===== src/rtl/csr_bus_arbiter_pkg.sv =====
// Shared types and default widths for the CSR bus arbiter
// and the bridge variants built around it.
package csr_bus_pkg;

  localparam int CSR_AW = 14;
  localparam int CSR_DW = 32;

  typedef enum logic [1:0] {
    ST_IDLE   = 2'b00,
    ST_ISSUE  = 2'b01,
    ST_RDWAIT = 2'b10
  } state_t;

  typedef struct packed {
    logic       we;
    logic [CSR_AW-1:0] a;
    logic [CSR_DW-1:0] dw;
  } csr_cmd_t;

endpackage


===== src/rtl/csr_bus_arbiter_if.sv =====
// Bundle of both requester ports and the CSR slave bus.
// slave = arbiter view, master = requesters + register file.
interface csr_bus_arbiter_if #(
  parameter int AW = csr_bus_pkg::CSR_AW,
  parameter int DW = csr_bus_pkg::CSR_DW
) ();

  logic          M0_REQ;
  logic          M0_WE;
  logic [AW-1:0] M0_A;
  logic [DW-1:0] M0_DW;
  logic          M0_ACK;
  logic [DW-1:0] M0_DR;

  logic          M1_REQ;
  logic          M1_WE;
  logic [AW-1:0] M1_A;
  logic [DW-1:0] M1_DW;
  logic          M1_ACK;
  logic [DW-1:0] M1_DR;

  logic [AW-1:0] CSR_A;
  logic          CSR_WE;
  logic [DW-1:0] CSR_DW;
  logic [DW-1:0] CSR_DR;

  modport slave (
    input  M0_REQ,
    input  M0_WE,
    input  M0_A,
    input  M0_DW,
    output M0_ACK,
    output M0_DR,
    input  M1_REQ,
    input  M1_WE,
    input  M1_A,
    input  M1_DW,
    output M1_ACK,
    output M1_DR,
    output CSR_A,
    output CSR_WE,
    output CSR_DW,
    input  CSR_DR
  );

  modport master (
    output M0_REQ,
    output M0_WE,
    output M0_A,
    output M0_DW,
    input  M0_ACK,
    input  M0_DR,
    output M1_REQ,
    output M1_WE,
    output M1_A,
    output M1_DW,
    input  M1_ACK,
    input  M1_DR,
    input  CSR_A,
    input  CSR_WE,
    input  CSR_DW,
    output CSR_DR
  );

endinterface


===== src/rtl/csr_bus_arbiter_rr_pick.sv =====
// Two-way round-robin picker: prio breaks ties,
// a lone eligible port always wins.
module csr_rr_pick (
  input  logic [1:0] eligible,
  input  logic       prio,
  output logic       gnt_valid,
  output logic       gnt_idx
);

  // Tie goes to prio, otherwise the single eligible port.
  always_comb begin
    gnt_valid = |eligible;
    gnt_idx   = 1'b0;
    unique case (1'b1)
      (eligible == 2'b11): gnt_idx = prio;
      (eligible == 2'b10): gnt_idx = 1'b1;
      default:             gnt_idx = 1'b0;
    endcase
  end

endmodule


===== src/rtl/csr_bus_arbiter.sv =====
// Round-robin sharer of one CSR bus between two requesters.
// Writes take one strobe cycle, reads wait one cycle for data.
module csr_bus_arbiter
  import csr_bus_pkg::*;
#(
  parameter int AW = CSR_AW,
  parameter int DW = CSR_DW
) (
  input  logic               PCLK,
  input  logic               PRESERN,
  csr_bus_arbiter_if.slave   bus,
  output logic               BUSY,
  output logic               OWNER
);

  state_t        state;
  logic          prio;
  logic [1:0]    elig;
  logic          gnt_valid;
  logic          gnt_idx;
  logic          win_we;
  logic [AW-1:0] win_a;
  logic [DW-1:0] win_dw;

  // A port is masked while its own ACK is high so a
  // held REQ is not serviced twice.
  assign elig = {bus.M1_REQ & ~bus.M1_ACK,
                 bus.M0_REQ & ~bus.M0_ACK};

  csr_rr_pick u_pick (
    .eligible  (elig),
    .prio      (prio),
    .gnt_valid (gnt_valid),
    .gnt_idx   (gnt_idx)
  );

  // Command of the port about to be granted.
  always_comb begin
    win_we = bus.M0_WE;
    win_a  = bus.M0_A;
    win_dw = bus.M0_DW;
    if (gnt_idx) begin
      win_we = bus.M1_WE;
      win_a  = bus.M1_A;
      win_dw = bus.M1_DW;
    end
  end

  // Access sequencer; every output is a register here.
  always_ff @(posedge PCLK or negedge PRESERN) begin
    if (!PRESERN) begin
      state      <= ST_IDLE;
      prio       <= 1'b0;
      OWNER      <= 1'b0;
      BUSY       <= 1'b0;
      bus.CSR_A  <= '0;
      bus.CSR_WE <= 1'b0;
      bus.CSR_DW <= '0;
      bus.M0_ACK <= 1'b0;
      bus.M1_ACK <= 1'b0;
      bus.M0_DR  <= '0;
      bus.M1_DR  <= '0;
    end else begin
      case (state)
        ST_IDLE: begin
          bus.M0_ACK <= 1'b0;
          bus.M1_ACK <= 1'b0;
          if (gnt_valid) begin
            OWNER      <= gnt_idx;
            bus.CSR_A  <= win_a;
            bus.CSR_WE <= win_we;
            bus.CSR_DW <= win_we ? win_dw : '0;
            BUSY       <= 1'b1;
            state      <= ST_ISSUE;
          end else begin
            bus.CSR_A  <= '0;
            bus.CSR_WE <= 1'b0;
            bus.CSR_DW <= '0;
            BUSY       <= 1'b0;
          end
        end
        ST_ISSUE: begin
          if (bus.CSR_WE) begin
            bus.CSR_WE <= 1'b0;
            bus.CSR_DW <= '0;
            bus.CSR_A  <= '0;
            if (OWNER) bus.M1_ACK <= 1'b1;
            else       bus.M0_ACK <= 1'b1;
            prio  <= ~OWNER;
            BUSY  <= 1'b0;
            state <= ST_IDLE;
          end else begin
            state <= ST_RDWAIT;
          end
        end
        ST_RDWAIT: begin
          if (OWNER) begin
            bus.M1_DR  <= bus.CSR_DR;
            bus.M1_ACK <= 1'b1;
          end else begin
            bus.M0_DR  <= bus.CSR_DR;
            bus.M0_ACK <= 1'b1;
          end
          bus.CSR_A <= '0;
          prio      <= ~OWNER;
          BUSY      <= 1'b0;
          state     <= ST_IDLE;
        end
        default: begin
          state      <= ST_IDLE;
          prio       <= 1'b0;
          OWNER      <= 1'b0;
          BUSY       <= 1'b0;
          bus.CSR_A  <= '0;
          bus.CSR_WE <= 1'b0;
          bus.CSR_DW <= '0;
          bus.M0_ACK <= 1'b0;
          bus.M1_ACK <= 1'b0;
          bus.M0_DR  <= '0;
          bus.M1_DR  <= '0;
        end
      endcase
    end
  end

endmodule


===== src/flat_wrapper.sv =====
// flat-port wrapper written by rule: the top's interface ports become plain ports
module csr_bus_arbiter_flat import csr_bus_pkg::*;
#(
  parameter int AW = CSR_AW,
  parameter int DW = CSR_DW
)
  (PCLK, PRESERN, BUSY, OWNER, bus_M0_REQ, bus_M0_WE, bus_M0_A, bus_M0_DW, bus_M0_ACK, bus_M0_DR, bus_M1_REQ, bus_M1_WE, bus_M1_A, bus_M1_DW, bus_M1_ACK, bus_M1_DR, bus_CSR_A, bus_CSR_WE, bus_CSR_DW, bus_CSR_DR);
  csr_bus_arbiter_if #(.AW(AW), .DW(DW)) bus_i ();
  input  logic PCLK;
  input  logic PRESERN;
  output logic BUSY;
  output logic OWNER;
  input wire logic [$bits(bus_i.M0_REQ)-1:0] bus_M0_REQ;
  input wire logic [$bits(bus_i.M0_WE)-1:0] bus_M0_WE;
  input wire logic [$bits(bus_i.M0_A)-1:0] bus_M0_A;
  input wire logic [$bits(bus_i.M0_DW)-1:0] bus_M0_DW;
  output wire logic [$bits(bus_i.M0_ACK)-1:0] bus_M0_ACK;
  output wire logic [$bits(bus_i.M0_DR)-1:0] bus_M0_DR;
  input wire logic [$bits(bus_i.M1_REQ)-1:0] bus_M1_REQ;
  input wire logic [$bits(bus_i.M1_WE)-1:0] bus_M1_WE;
  input wire logic [$bits(bus_i.M1_A)-1:0] bus_M1_A;
  input wire logic [$bits(bus_i.M1_DW)-1:0] bus_M1_DW;
  output wire logic [$bits(bus_i.M1_ACK)-1:0] bus_M1_ACK;
  output wire logic [$bits(bus_i.M1_DR)-1:0] bus_M1_DR;
  output wire logic [$bits(bus_i.CSR_A)-1:0] bus_CSR_A;
  output wire logic [$bits(bus_i.CSR_WE)-1:0] bus_CSR_WE;
  output wire logic [$bits(bus_i.CSR_DW)-1:0] bus_CSR_DW;
  input wire logic [$bits(bus_i.CSR_DR)-1:0] bus_CSR_DR;
  assign bus_i.M0_REQ = bus_M0_REQ;
  assign bus_i.M0_WE = bus_M0_WE;
  assign bus_i.M0_A = bus_M0_A;
  assign bus_i.M0_DW = bus_M0_DW;
  assign bus_M0_ACK = bus_i.M0_ACK;
  assign bus_M0_DR = bus_i.M0_DR;
  assign bus_i.M1_REQ = bus_M1_REQ;
  assign bus_i.M1_WE = bus_M1_WE;
  assign bus_i.M1_A = bus_M1_A;
  assign bus_i.M1_DW = bus_M1_DW;
  assign bus_M1_ACK = bus_i.M1_ACK;
  assign bus_M1_DR = bus_i.M1_DR;
  assign bus_CSR_A = bus_i.CSR_A;
  assign bus_CSR_WE = bus_i.CSR_WE;
  assign bus_CSR_DW = bus_i.CSR_DW;
  assign bus_i.CSR_DR = bus_CSR_DR;
  csr_bus_arbiter #(.AW(AW), .DW(DW)) u_core (.PCLK(PCLK), .PRESERN(PRESERN), .bus(bus_i), .BUSY(BUSY), .OWNER(OWNER));
endmodule

===== config.mk =====
export PLATFORM = sky130hd
export DESIGN_NAME = csr_bus_arbiter_flat
export DESIGN_NICKNAME = d
export VERILOG_FILES = /design/src/rtl/csr_bus_arbiter_pkg.sv /design/src/rtl/csr_bus_arbiter_if.sv /design/src/rtl/csr_bus_arbiter_rr_pick.sv /design/src/rtl/csr_bus_arbiter.sv /design/src/flat_wrapper.sv
export SDC_FILE = /design/constraint.sdc
export NUM_CORES = 1
export LEC_CHECK = 0
export BUFFER_PORTS_ARGS = -buffer_cell sky130_fd_sc_hd__buf_2
export CAP_MARGIN = 25
export CORE_ASPECT_RATIO = 2
export CORE_MARGIN = 2
export CORE_UTILIZATION = 46
export DETAILED_ROUTE_END_ITERATION = 8
export PLACE_DENSITY = 0.89
export SLEW_MARGIN = 30
export SYNTH_ARGS = -nofsm -noshare
export SYNTH_HDL_FRONTEND = slang
export SYNTH_SLANG_ARGS = --single-unit

===== constraint.sdc =====
create_clock -name PCLK -period 1.8 [get_ports PCLK]
set_clock_uncertainty 0.05 [all_clocks]
set_input_delay 0 -clock PCLK [delete_from_list [all_inputs] [get_ports PCLK]]
set_output_delay 0 -clock PCLK [all_outputs]
set_load 0.02 [all_outputs]

# After elaboration in Yosys (flattened, before gate mapping)

Index checks and enable logic that the tools add are counted.

Input bits: 130
Word-level logic and storage cells: 70
Output and inout bits: 115
Register bits after elaboration: 118

Eq/ne operators: 8
Multiplexer cells: 33
Reduce and logical (&&, ||, !) cells: 9
Bitwise logic cells: 9

Operators with widths:

| operator                                               | count |
|---|---|
| two-way mux 32 bit                                     | 6 |
| one-hot mux 32 bit (2 select lines)                    | 2 |
| one-hot mux 32 bit (3 select lines)                    | 1 |
| two-way mux 14 bit                                     | 3 |
| one-hot mux 14 bit (2 select lines)                    | 1 |
| one-hot mux 1 bit (2 select lines)                     | 6 |
| two-way mux 1 bit                                      | 10 |
| AND reduction 2 bit                                    | 5 |
| inverter 1 bit                                         | 7 |
| == test 2 bit (second input constant)                  | 3 |
| inequality test 2 x 1 -> 1 bit (second input constant) | 3 |
| OR reduction 2 bit                                     | 3 |
| two-way mux 2 bit                                      | 2 |
| one-hot mux 2 bit (2 select lines)                     | 1 |
| one-hot mux 1 bit (3 select lines)                     | 1 |
| AND 1 bit                                              | 2 |
| == test 2 x 1 -> 1 bit (second input constant)         | 1 |
| zero test 2 bit                                        | 1 |
| inequality test 2 bit (second input constant)          | 1 |

# Longest topological paths before layout

Depth after elaboration: 8
Depth in mapped cells: 9
Gate-level depth less buffers: 6

# Cells and area by module

From an unflattened synthesis, not the netlist that was laid out.

Cell total of the unflattened synthesis: 470
Area total of the unflattened synthesis: 5,311.3 um^2

Modules (own cells, without submodules):

| module          | sequential area each (um^2) | cells an instance | area each (um^2) | times used |
|---|---|---|---|---|
| csr_bus_arbiter | 2,952.8                     | 467               | 5,293.8          | 1 |
| csr_rr_pick     | 0.0                         | 3                 | 17.5             | 1 |

# Least setup slack after synthesis

OpenSTA, ideal clock, no wires.

Path type: register to register
Start: register u_core.state[1]
End: register u_core.bus.CSR_DW[10]
Arrival: 1,408 ps
Setup slack: 221 ps
Cell stages (with the launch flop): 10
Path buffers: 3
Library setup time: 121 ps
Period minus slack after synthesis: 1,579 ps
Data required time: 1,629 ps
Cells stage by stage: dfrtp_1 -> inv_1 -> ha_1 -> nor2b_1 -> buf_2 -> or2_1 -> clkbuf_1 -> buf_2 -> nand2_1 -> o21ai_1

Word-level cells in the longest chain between the ends: 3
Elaborated cells between the ends (all ways): 7
Classes of those cells: 3 x eq/ne; 1 x mux; 1 x bitwise; 2 x reduce/logical

Ends and longest elaborated chain:

| what                                                                       | RTL line                 | source |
|---|---|---|
| start: declaration                                                         | csr_bus_arbiter.sv:16    | `state_t state;` |
| start signal: assignment                                                   | csr_bus_arbiter.sv:52    | `state <= ST_IDLE;` |
| start signal: assignment                                                   | csr_bus_arbiter.sv:74    | `state <= ST_ISSUE;` |
| start signal: assignment                                                   | csr_bus_arbiter.sv:91    | `state <= ST_IDLE;` |
| == test 2 x 1 -> 1 bit or == test 2 bit (tied branches)                    | csr_bus_arbiter.sv:64    | `case (state)` |
| inequality test 2 x 1 -> 1 bit (no line) or inverter 1 bit (tied branches) | n/a                      |  |
| AND reduction 2 bit (no line)                                              | n/a                      |  |
| end signal: assignment                                                     | csr_bus_arbiter.sv:72    | `bus.CSR_DW <= win_we ? win_dw : '0;` |
| end: declaration                                                           | csr_bus_arbiter_if.sv:42 | `output CSR_DW,` |

Parallel ways exist; a longest one is shown, timed or not.
A chain may end at the register's enable or synchronous reset.

# Worst setup path in the final report

Start: register u_core.state[0]
End: register u_core.state[0]

Word-level cells in the longest chain between the ends: 2
Elaborated cells between the ends (all ways): 4
Classes of those cells: 2 x eq/ne; 1 x mux; 1 x reduce/logical

Ends and longest elaborated chain:

| what                                                                                 | RTL line |
|---|---|
| == test 2 x 1 -> 1 bit or zero test 2 bit (tied branches)                            | csr_bus_arbiter.sv:64 |
| one-hot mux 2 bit (2 select lines) or inequality test 2 x 1 -> 1 bit (tied branches) | n/a |

Parallel ways exist; a longest one is shown, timed or not.

==> reports/metrics.yaml <==
wirelength_mm: 18.81
rsz0062_at_grt: "yes"
numCtsBuffers: 17
portBuffers: 244
fin_ws_ns: 0.1021
critical_path_peak_fanout: 6
finalHoldViolCount: 0
critPathKind: "reg -> reg"
rr_worst_depth: 5
netlist_top_cells_area: "dfrtp_1 59%, nand2_1 11%, o21ai_1 11%, mux2i_1 9.2%, buf_2 1.7%"
wl_met1_mm: 6.168
endpoint_kind: "flip-flop"
drtPass1Iterations: 6
synthesis.instances: 490
path_cells: "inv_1 -> ha_2 -> inv_1 -> a31oi_1 -> dlygate4sd3_1"
clkTransAtPathRegs_ns: 0.06
cts_tree: "done"
cp_slowest_stage_delay_ns: 0.58
yosysWarningCount: 0
viasPerCell: 5.396
dr.max_layer_used: "met4"
start_util: 0.4728
setup_viol: 0
p_leak_nw: 4.296
cts.path.max_buffers: 2
rrSetupSlack_ns: 0.10
required_ns: 2.08
pin_count: 245
synth_cell_types: 27
post-place-ws_ns: 0.1182
route.detailed.drc: 0
cpMaxStageDelayCell: "dlygate4sd3_1"
power_density_nw_per_um2: 1716
grt_pass1_vias: 5812
syn-num-nets: 623
coreArea_sq_um: 10540
gp_congestion: 0.8007
netlist.area_leader.share: 0.5924
root_buffer: "clkbuf_16"
startpoint_type: "flip-flop"
cpMostUsedCell: "inv_1"
htree_levels: 4
numPlacedInstances: 858
maxSlewViolCount: 0
dr_wl_met3_mm: 1.400
wire_per_inst_microns: 18.46
hpwlAfterDp_mm: 10.37
max_slew_margin: 0.7264
maxCapViolations: 0
drive_gt1_frac: 0.3485
ys_ff_latch: 118
ys_seq_area_frac: 0.5924
grt_pass1_wl_mm: 28.65
hold_class: "in -> async"
grtUsageTotal: 0.3177
r2r_end: "u_core.state[0]$_DFFE_PN0N_"
arrival_ns: 1.98
min_period_over_period: 0.9433
finalNetCount: 1002
die_w_microns: 77.61
stdcell_count: 1019
min_period_ns: 1.698
tightest_slew_ns: 0.4103
antenna_found_initial: 0
placementRows: 53
final_core_util: 0.7957
drtIter0Drc: 361
status: "finished clean"
ant_nets: 0
vias: 5499
clock-sinks: 118
avgSynthCellArea_sq_um: 10.17
grt_max_degree: 65
yosys.area.top_type: "dfrtp_1"
post_cts_buffers: 0
netlist_area_sq_um: 4985
fp.dieH_microns: 151.2
grt.overflow.total: 0
irDropWorstVdd_mv: 1.052
wl_met2_mm: 10.10
reg2reg_from: "u_core.state[0]$_DFFE_PN0N_"
area_growth_pct: 68.30
clk_latency_ns: 0.40
max_freq_mhz: 588.9
die-area_sq_um: 11740
Yosys cell counts:
library cell	count
a21oi_2	1
a22o_1	2
a31oi_1	1
buf_2	17
buf_6	7
clkbuf_1	9
dfrtp_1	118
ha_1	3
inv_1	5
mux2i_1	46
nand2_1	148
nand2b_1	1
nand2b_2	1
nand2b_4	1
nand3_1	1
nor2_1	3
nor2_2	1
nor2b_1	2
nor3b_2	2
o211ai_4	1
o21a_1	1
o21ai_0	5
o21ai_1	109
o21ai_2	1
o22a_1	2
o41ai_1	1
or2_1	1
stage by stage:
stage                     cell area [sq um]  TNS [ns]  power (mW)  hold WS, ns
after floorplan                        4985         0       8.084      -0.3456
after global placement                 6450         0       10.11     -0.08962
after detailed placement               6450         0       10.34     -0.09218
after CTS                              8342         0       14.06     0.006370
after global routing                   8387  -0.01483       15.12      0.05500
final                                  8389         0       14.39      0.03312
cell type report:
cell class / count / area (sq um)
antenna: 1 / 2.502
clock buffer: 18 / 439.2
clock inverter: 13 / 171.4
fill: 555 / 2155
inverter: 5 / 18.77
multi-input combinational: 334 / 1849
sequential: 118 / 2953
tap: 137 / 171.4
timing repair buffer: 393 / 2784
registers in the layout, indices dropped and copies added, names as in the netlist:
signal             cells
u_core.OWNER           1
u_core.state           2
u_core.bus.M0_ACK      1
u_core.BUSY            1
u_core.prio            1
u_core.bus.CSR_A      14
u_core.bus.M1_ACK      1
u_core.bus.CSR_DW     32
u_core.bus.M0_DR      32
u_core.bus.CSR_WE      1
u_core.bus.M1_DR      32
kinds of logic (layout without fill, tap and decap cells):
kind of cell | after synthesis | in the layout | synth area share
other | 0 | 1 | 0
buffers and inverters | 38 | 429 | 0.04342
multiplexers | 46 | 46 | 0.09237
adder cells (fa/ha/maj) | 3 | 3 | 0.007531
AND/OR/NAND/NOR | 161 | 161 | 0.1305
AO/OA/AOI/OAI | 124 | 124 | 0.1338
flip-flops | 118 | 118 | 0.5924
power by group:
group / internal, mW / switching (mW) / leakage [nW]
sequential: 3.73 / 0.668 / 1.60
combinational: 2.30 / 4.25 / 2.40
clock: 2.22 / 1.23 / 0.293
total: 8.25 / 6.14 / 4.30
cells in the final DEF (no fill, tap or decap), types with 4 or more instances in the layout:
cell type,netlist,layout
o21ai_1,109,109
dfrtp_1,118,118
o21ai_0,5,5
nand2_1,148,147
mux2i_1,46,46
buf_2,17,243
buf_4,0,12
dlygate4sd3_1,0,128
clkinv_4,0,4
clkbuf_16,0,18
buf_12,0,8
inv_1,5,5
how the worst max path moves through the flow:
| stage | depth (start not counted) | startpoint | endpoint |
|---|---|---|---|
| after floorplan | 9 | u_core.state[1]$_DFFE_PN0N_ | u_core.bus.CSR_DW[10]$_DFFE_PN0P_ |
| after global placement | 6 | u_core.prio$_DFFE_PN0P_ | u_core.bus.CSR_DW[31]$_DFFE_PN0P_ |
| after detailed placement | 6 | u_core.state[0]$_DFFE_PN0N_ | u_core.bus.CSR_A[4]$_DFFE_PN0N_ |
| after CTS | 8 | u_core.state[0]$_DFFE_PN0N_ | u_core.bus.M0_DR[12]$_DFFE_PN0P_ |
| after global routing | 5 | u_core.state[1]$_DFFE_PN0N_ | u_core.state[0]$_DFFE_PN0N_ |
| final | 5 | u_core.state[0]$_DFFE_PN0N_ | u_core.state[0]$_DFFE_PN0N_ |
critical path: cells and delay by family (launching register included):
family	cells	cell delay (ns)
buf+inv	3	0.79
flops	1	0.38
fa+ha+maj	1	0.24
compound gates	1	0.17
metal layers:
metal  vias up  track usage
li1       2403            -
met1      2577       0.3173
met2       403       0.5621
met3       116      0.08820
met4         0       0.2188
met5         -            0
repair_timing:
item	CTS	global route
gates resized for setup	0	4
hold buffers	128	0
hold endpoints to repair	231	0
setup endpoints to repair	0	61
No activity file was read; power rests on OpenSTA's default activity.
